## src/rtl/game_flow_ctrl.sv

```systemverilog
// Round/life sequencer for the maze game: sequences start, ready, play,
// death, respawn, game-over and win phases, drives lives_reg and issues
// restart / lifeDown strobes. Intervals are timed in video frames.
module game_flow_ctrl #(
   parameter logic [7:0] START_KEY      = 8'h2C,
   parameter logic [7:0] START_LIVES    = 8'd3,
   parameter logic [7:0] READY_FRAMES   = 8'd120,
   parameter logic [7:0] DEATH_FRAMES   = 8'd90,
   parameter logic [7:0] RESPAWN_FRAMES = 8'd60
) (
   input  logic       Clk,
   input  logic       Reset_n,
   input  logic       frame_clk,
   input  logic [7:0] keycode,
   input  logic       caught,
   input  logic       all_dots,
   input  logic [7:0] lives_from_reg,
   output logic       Load_L,
   output logic [7:0] lives_to_reg,
   output logic       restart,
   output logic       lifeDown,
   output logic       freeze,
   output logic       game_over,
   output logic       game_won,
   output logic [2:0] state
);

   typedef enum logic [2:0] {
      S_IDLE    = 3'd0,
      S_INIT    = 3'd1,
      S_READY   = 3'd2,
      S_PLAY    = 3'd3,
      S_DYING   = 3'd4,
      S_RESPAWN = 3'd5,
      S_OVER    = 3'd6,
      S_WON     = 3'd7
   } state_t;

   // A zero-length interval would never end; it is stretched to one frame.
   localparam logic [7:0] READY_N   = (READY_FRAMES   == 8'd0) ? 8'd1 : READY_FRAMES;
   localparam logic [7:0] DEATH_N   = (DEATH_FRAMES   == 8'd0) ? 8'd1 : DEATH_FRAMES;
   localparam logic [7:0] RESPAWN_N = (RESPAWN_FRAMES == 8'd0) ? 8'd1 : RESPAWN_FRAMES;

   state_t     r_state;
   state_t     w_next;
   logic       r_fs1;
   logic       r_fs2;
   logic       r_fs3;
   logic       r_match_d;
   logic [7:0] r_cnt;

   logic       w_tick;
   logic       w_match;
   logic       w_press;
   logic       w_ready_done;
   logic       w_death_done;
   logic       w_respawn_done;
   logic       w_load;
   logic       w_restart;
   logic       w_lifedown;
   logic [7:0] w_lives_data;

   assign w_tick         = r_fs2 & ~r_fs3;
   assign w_match        = (keycode == START_KEY);
   assign w_press        = w_match & ~r_match_d;
   assign w_ready_done   = w_tick && (r_cnt == READY_N   - 8'd1);
   assign w_death_done   = w_tick && (r_cnt == DEATH_N   - 8'd1);
   assign w_respawn_done = w_tick && (r_cnt == RESPAWN_N - 8'd1);

   // Synchronize vertical sync into Clk and keep one history stage for edge detect;
   // also remember whether the start key matched last cycle.
   always_ff @(posedge Clk or negedge Reset_n) begin
      if (!Reset_n) begin
         r_fs1     <= 1'b0;
         r_fs2     <= 1'b0;
         r_fs3     <= 1'b0;
         r_match_d <= 1'b0;
      end else begin
         r_fs1     <= frame_clk;
         r_fs2     <= r_fs1;
         r_fs3     <= r_fs2;
         r_match_d <= w_match;
      end
   end

   // Next-state and strobe decode; strobes are decided on the transition and
   // registered, so they appear in the first cycle of the destination state.
   always_comb begin
      w_next       = r_state;
      w_load       = 1'b0;
      w_restart    = 1'b0;
      w_lifedown   = 1'b0;
      w_lives_data = lives_to_reg;
      case (r_state)
         S_IDLE, S_OVER, S_WON: begin
            if (w_press) begin
               w_next       = S_INIT;
               w_load       = 1'b1;
               w_restart    = 1'b1;
               w_lives_data = START_LIVES;
            end
         end
         S_INIT: w_next = S_READY;
         S_READY: begin
            if (w_ready_done) w_next = S_PLAY;
         end
         S_PLAY: begin
            if (all_dots)    w_next = S_WON;
            else if (caught) w_next = S_DYING;
         end
         S_DYING: begin
            if (w_death_done) begin
               if (lives_from_reg > 8'd1) begin
                  w_next       = S_RESPAWN;
                  w_load       = 1'b1;
                  w_lifedown   = 1'b1;
                  w_lives_data = lives_from_reg - 8'd1;
               end else if (lives_from_reg == 8'd1) begin
                  w_next       = S_OVER;
                  w_load       = 1'b1;
                  w_lives_data = 8'd0;
               end else begin
                  w_next = S_OVER;
               end
            end
         end
         S_RESPAWN: begin
            if (w_respawn_done) w_next = S_PLAY;
         end
         default: w_next = S_IDLE;
      endcase
   end

   // State register, frame counter (cleared on any state change) and strobe registers.
   always_ff @(posedge Clk or negedge Reset_n) begin
      if (!Reset_n) begin
         r_state      <= S_IDLE;
         r_cnt        <= '0;
         Load_L       <= 1'b0;
         restart      <= 1'b0;
         lifeDown     <= 1'b0;
         lives_to_reg <= '0;
      end else begin
         r_state      <= w_next;
         Load_L       <= w_load;
         restart      <= w_restart;
         lifeDown     <= w_lifedown;
         lives_to_reg <= w_lives_data;
         if (w_next != r_state) r_cnt <= '0;
         else if (w_tick)       r_cnt <= r_cnt + 8'd1;
      end
   end

   assign freeze    = (r_state != S_PLAY);
   assign game_over = (r_state == S_OVER);
   assign game_won  = (r_state == S_WON);
   assign state     = r_state;

endmodule

```

## config.mk

```make
export PLATFORM = sky130hd
export DESIGN_NAME = game_flow_ctrl
export DESIGN_NICKNAME = d
export VERILOG_FILES = /design/src/rtl/game_flow_ctrl.sv
export SDC_FILE = /design/constraint.sdc
export NUM_CORES = 1
export LEC_CHECK = 0
export ABC_AREA = 1
export CAP_MARGIN = 20
export CORE_MARGIN = 3
export CORE_UTILIZATION = 52
export CTS_BUF_LIST = sky130_fd_sc_hd__clkbuf_4 sky130_fd_sc_hd__clkbuf_8
export DETAILED_ROUTE_END_ITERATION = 7
export GPL_TIMING_DRIVEN = 0
export PLACE_DENSITY = 0.84
export SYNTH_ARGS = -nofsm -noshare
export SYNTH_HDL_FRONTEND = slang
export SYNTH_SLANG_ARGS = --single-unit
```

## constraint.sdc

```tcl
create_clock -name Clk -period 2.25 [get_ports Clk]
set_clock_uncertainty 0.2 [all_clocks]
set_input_delay 0.5625 -clock Clk [delete_from_list [all_inputs] [get_ports Clk]]
set_output_delay 0.5625 -clock Clk [all_outputs]
set_load 0.02 [all_outputs]
```

Yosys cells after proc, flatten, opt, wreduce, memory -nomap -nowiden. Cells that the tools add are included. W data, S select, Z words.

Register bits: 26. Input bits: 21. Output and inout bits: 17. Logic and storage cells: 66.

Add/sub/neg operators: 2. Order comparisons: 1. Eq/ne operators: 17. Multiplexer cells: 24. Bitwise logic cells: 4. Reductions and logical operators: 8.

Operator list (count): $mux W8 (6); $mux W3 (6); $pmux W3 S6 (1); $eq A8 B6 Y1 const B (2); $eq A8 B7 Y1 const B (2); $pmux W8 S2 (1); $eq A3 B3 Y1 const B (4); $add A8 B1 Y8 const B (1); $eq A8 B1 Y1 const B (1); $gt A8 B1 Y1 const B (1); $mux W1 (8); $sub A8 B1 Y8 const B (1); $eq A3 B2 Y1 const B (2); $ne A2 B2 Y1 const B (2); $reduce_and A4 Y1 (1); $reduce_bool A2 Y1 (2); $eq A3 B1 Y1 const B (1); $logic_and A1 B1 Y1 (3); $logic_not A3 Y1 (1); $ne A3 B2 Y1 const B (1); $ne A3 B3 Y1 (1); $ne A3 B3 Y1 const B (1); $reduce_or A3 Y1 (1); $and A1 B1 Y1 (2); other kinds (3) (4).

Depth between registers and ports, before layout.
Word-level depth: 7. Depth in mapped cells: 13. Gate-level depth less buffers: 13.

Worst setup path before layout. Ideal clock, no wire load.

Path kind: input to register. Start: in lives_from_reg[0]. End: reg r_cnt[5]. Library setup time: 0.122 ns. Data arrival time: 1.597 ns. Required time: 1.928 ns. Path slack: 0.330 ns. Stages on the path: 12. Path buffers: 0. Cell sequence: inv_1 > ha_1 > nand2_1 > nand2_1 > nand2_1 > nand3_1 > nand2_2 > nand2_2 > nand2_2 > nand2_2 > nand2_4 > nor2_2.

Cells in the longest elaborated chain, start to end: 6. Elaborated cells on any way between the ends: 7. Classes of those cells: order compare: 1; eq/ne: 1; mux: 4; reduce/logical: 1.

RTL lines: start, declared (line 17) `input logic [7:0] lives_from_reg,`; $gt A8 B1 Y1 * (line 113) `if (lives_from_reg > 8'd1) begin`; $mux W2 * (line 113); $mux W3 * (line 112) `if (w_death_done) begin`; $pmux W3 S6 * (line 94) `case (r_state)`; $ne A3 B3 Y1 * (line 149) `if (w_next != r_state) r_cnt <= '0;`; $mux W8 or $reduce_bool A2 Y1 (tied branches); end signal, assigned (line 150) `else if (w_tick) r_cnt <= r_cnt + 8'd1;`; end, declared (line 50) `logic [7:0] r_cnt;`.

Mark *: on every way between the ends. The rest lies on a longest branch, timed or not. A chain may end at the register's enable or synchronous reset.

Worst setup path in the final report.
Start: reg r_state[0] (netlist: state[0]). End: out state[0].

RTL lines: start, declared (line 44) `state_t r_state;`; start signal, assigned (line 144) `r_state <= w_next;`; end, declared (line 25) `output logic [2:0] state`.

No word-level cell between the ends.

==> results <==
power groups by stage:
stage	Sequential, W	Combinational (W)	Clock, W
5_1_grt	0.000597	0.00115	0.000265
2_1_floorplan	0.000634	0.000618	0
3_5_place_dp	0.000599	0.000934	0
6_report	0.000586	0.00106	0.000248
3_3_place_gp	0.000601	0.000912	0
4_1_cts	0.000596	0.000924	0.000238
through the flow:
step / cells / utilization, %
6_report: 307 / 77.3
3_3_place_gp: 295 / 71.9
2_1_floorplan: 216 / -
3_5_place_dp: 296 / 72.8
5_1_grt: 307 / 77.3
4_1_cts: 302 / 74.7
cell families (layout without fill, tap and decap cells):
kind of cell	count (synthesis)	count (layout)	synth area share [%]
and+or+nand+nor	111	111	32.9
buffers and inverters	41	90	10.0
AOI/OAI and AO/OA	26	26	10.2
DFF	26	26	39.6
xor gates and xnor gates	8	8	4.26
adders and majority gates	4	4	3.04
final timing paths:
path / startpoint / to / slack (ps) / cells past startpoint
max: state[0] / state[0] / 70 / 1
min: r_fs1 / r_fs2 / 170 / 0
max reg2reg: r_cnt[1] / lives_to_reg[4] / 250 / 11
min reg2reg: r_fs1 / r_fs2 / 170 / 0
max in group asynchronous: Reset_n / r_cnt[4] / 1010 / 2
min in group asynchronous: Reset_n / restart / 360 / 1
synth_stat cells:
master / n / share of area, %
o31ai_1: 4 / 1.8
nand2_1: 41 / 9.4
nand2_4: 1 / 0.68
nand3_2: 1 / 0.61
inv_1: 36 / 8.2
xor2_1: 6 / 3.2
xnor2_1: 2 / 1.1
a21oi_1: 3 / 0.91
o211ai_1: 2 / 0.91
nor3_1: 2 / 0.61
nor4_1: 1 / 0.38
nor2_2: 11 / 4.2
or2_2: 1 / 0.38
nor2_1: 24 / 5.5
ha_1: 4 / 3.0
o21ai_0: 13 / 4.0
nand3_1: 10 / 3.0
dfrtp_1: 26 / 40
nand4_1: 7 / 2.7
o31ai_2: 1 / 0.76
buf_6: 1 / 0.68
buf_4: 1 / 0.46
nor2_4: 3 / 2.1
inv_2: 3 / 0.68
a21oi_4: 1 / 0.99
o21ai_1: 1 / 0.30
nand2_2: 9 / 3.4
o21ai_2: 1 / 0.53
area by class of cell:
class | instances | area (um^2)
multi-input combinational | 149 | 867
fill | 207 | 654
sequential | 26 | 653
timing repair buffer | 45 | 448
inverter | 39 | 146
tap | 42 | 52.6
clock buffer | 4 | 36.3
buffer | 2 | 18.8
routing by layer:
layer,up-vias,routed length (um),share of wire [%],GRT usage (%)
met5,-,0,0,0
met4,0,38,1.1,6.91
met3,6,143,4.0,1.98
met2,45,1820,51,34.1
met1,712,1590,44,24.1
li1,779,-,-,-
repair_timing:
item / 4_1_cts / 5_1_grt
hold buffers: 0 / 0
gates resized for setup: 7 / 10
buffers inserted: 2 / 5
endpoints found under the setup margin: 15 / 18
pin swaps: 1 / 4
==> summary.md <==
| Metric | Value |
|---|---|
| Fmax achieved | around 460 MHz |
| Detailed Route WL | around 3600 um |
| First-pass GRT wire length | 6290 um |
| DIE HEIGHT | 62.2 um |
| Tot GR Track Use | between 10% and 20% |
| Fin area | 2220 um^2 |
| Initial antenna violation count | 0 |
| Status | finished, final reports clean |
| Grt ovf | 0 |
| First-pass DRT Iterations | 4 |
| PortBufs | 37 |
| Clock sink count | 26 |
| Fraction of layout cells with a size suffix above 1 | between 20 and 25% |
| Cell variety after synth | 28 |
| Skew-Pair Late Insertion Delay | 330 ps |
| Vias | 1542 |
| CP max FO | 6 |
| CTS tree | built |
| Worst setup SP type | register |
| Setup-failing EPs final | 0 |
| Root Driver | clkbuf_4 |
| WHS | roughly 170 ps |
| FP Rows | 19 |
| Wire per inst | 11.7 um |
| CP delay by family, top | buffers and inverters |
| Sequential share of power | between 30% and 40% |
| Worst-path clk slew | roughly 150 ps |
| Pin count of the biggest net entering global routing | 18 |
| Final min period | 2180 ps |
| Drt drc | 0 |
| Switch Pwr | 0.000862 W |
| Commonest cells after routing, fill and taps aside | nand2_1, inv_1, clkdlybuf4s50_1 |
| Synth Instances | about 220 |
| Core ar. | approximately 2900 um^2 |
| Count of final hold-check violations | 0 |
| Slowest CP cell | clkdlybuf4s50_1 |
| Synth warn | 0 |
| # H-tree levels | 1 |
| Critical path class | register to output port |
| RSZ-0062 raised after global routing | no |
| Worst Path Required | roughly 1500 ps |
| Worst min-delay path class | register to register |
| CP Cell Sequence | clkdlybuf4s50_1 |
| P_leak | 1.02 nW |
| Sw frac | around 45% |
| Syn avg cell area | between 7 and 8 um^2 |
| Buf/Inv on CP | 1 |
| Gate power share | ~56% |
| Vias in the first global route | around 1600 |
| # IOs | 38 |
| Initial DRC count | 60 |
| Area grow syn2layout | 35.2% |
| Worst EP arrival | approximately 1400 ps |
| Period utilisation layout | roughly 97% |
| GPL Wtd Cong | 0.903 |
| Commonest non-fill, non-tap cell in the layout | nand2_1 |
| Post-DRT Antenna Nets | 0 |
| Int Power | ~0.0010 W |
| Die area | ~3900 um^2 |
| #FFs+latches synth | 26 |
| Fin Setup TNS | 0 ps |
| Vias per Instance | approximately 5 |
| Max incr delay on CP | approximately 620 ps |
| Detailed placement HPWL | approximately 2700 um |
| Final setup margin | 70.7 ps |
| Worst Max-Slew Pin Slew | 548 ps |
| Fin. max-slew vios | 0 |
| Final Total Pwr | 0.00190 W |
| TritonCTS Buffers | 3 |
| Power Density | 854 nW/um^2 |
| Initial core utilization | about 57% |
| Max Cap Violations | 0 |
| Crit. End Element | output port |
| Peak supply drop | slightly above 0.0009 V |
| Clock power share | between 10% and 20% |
| Slew HR | between 60 and 70% |
| Number of diodes | 0 |
| Placed cell area | ~2100 um^2 |
| Post-Syn Nets | between 200 and 250 |
| Synthesized area | between 1500 and 2000 um^2 |
| Total Nets Final | around 290 |
| Clock buffer depth | 2 |
| Seq/Total Area, Yosys | 39.6% |
| Pre-CTS setup slack | -415 ps |
| Die span in x | ~62 um |
Note: power is estimated with default switching activity, not from simulation.
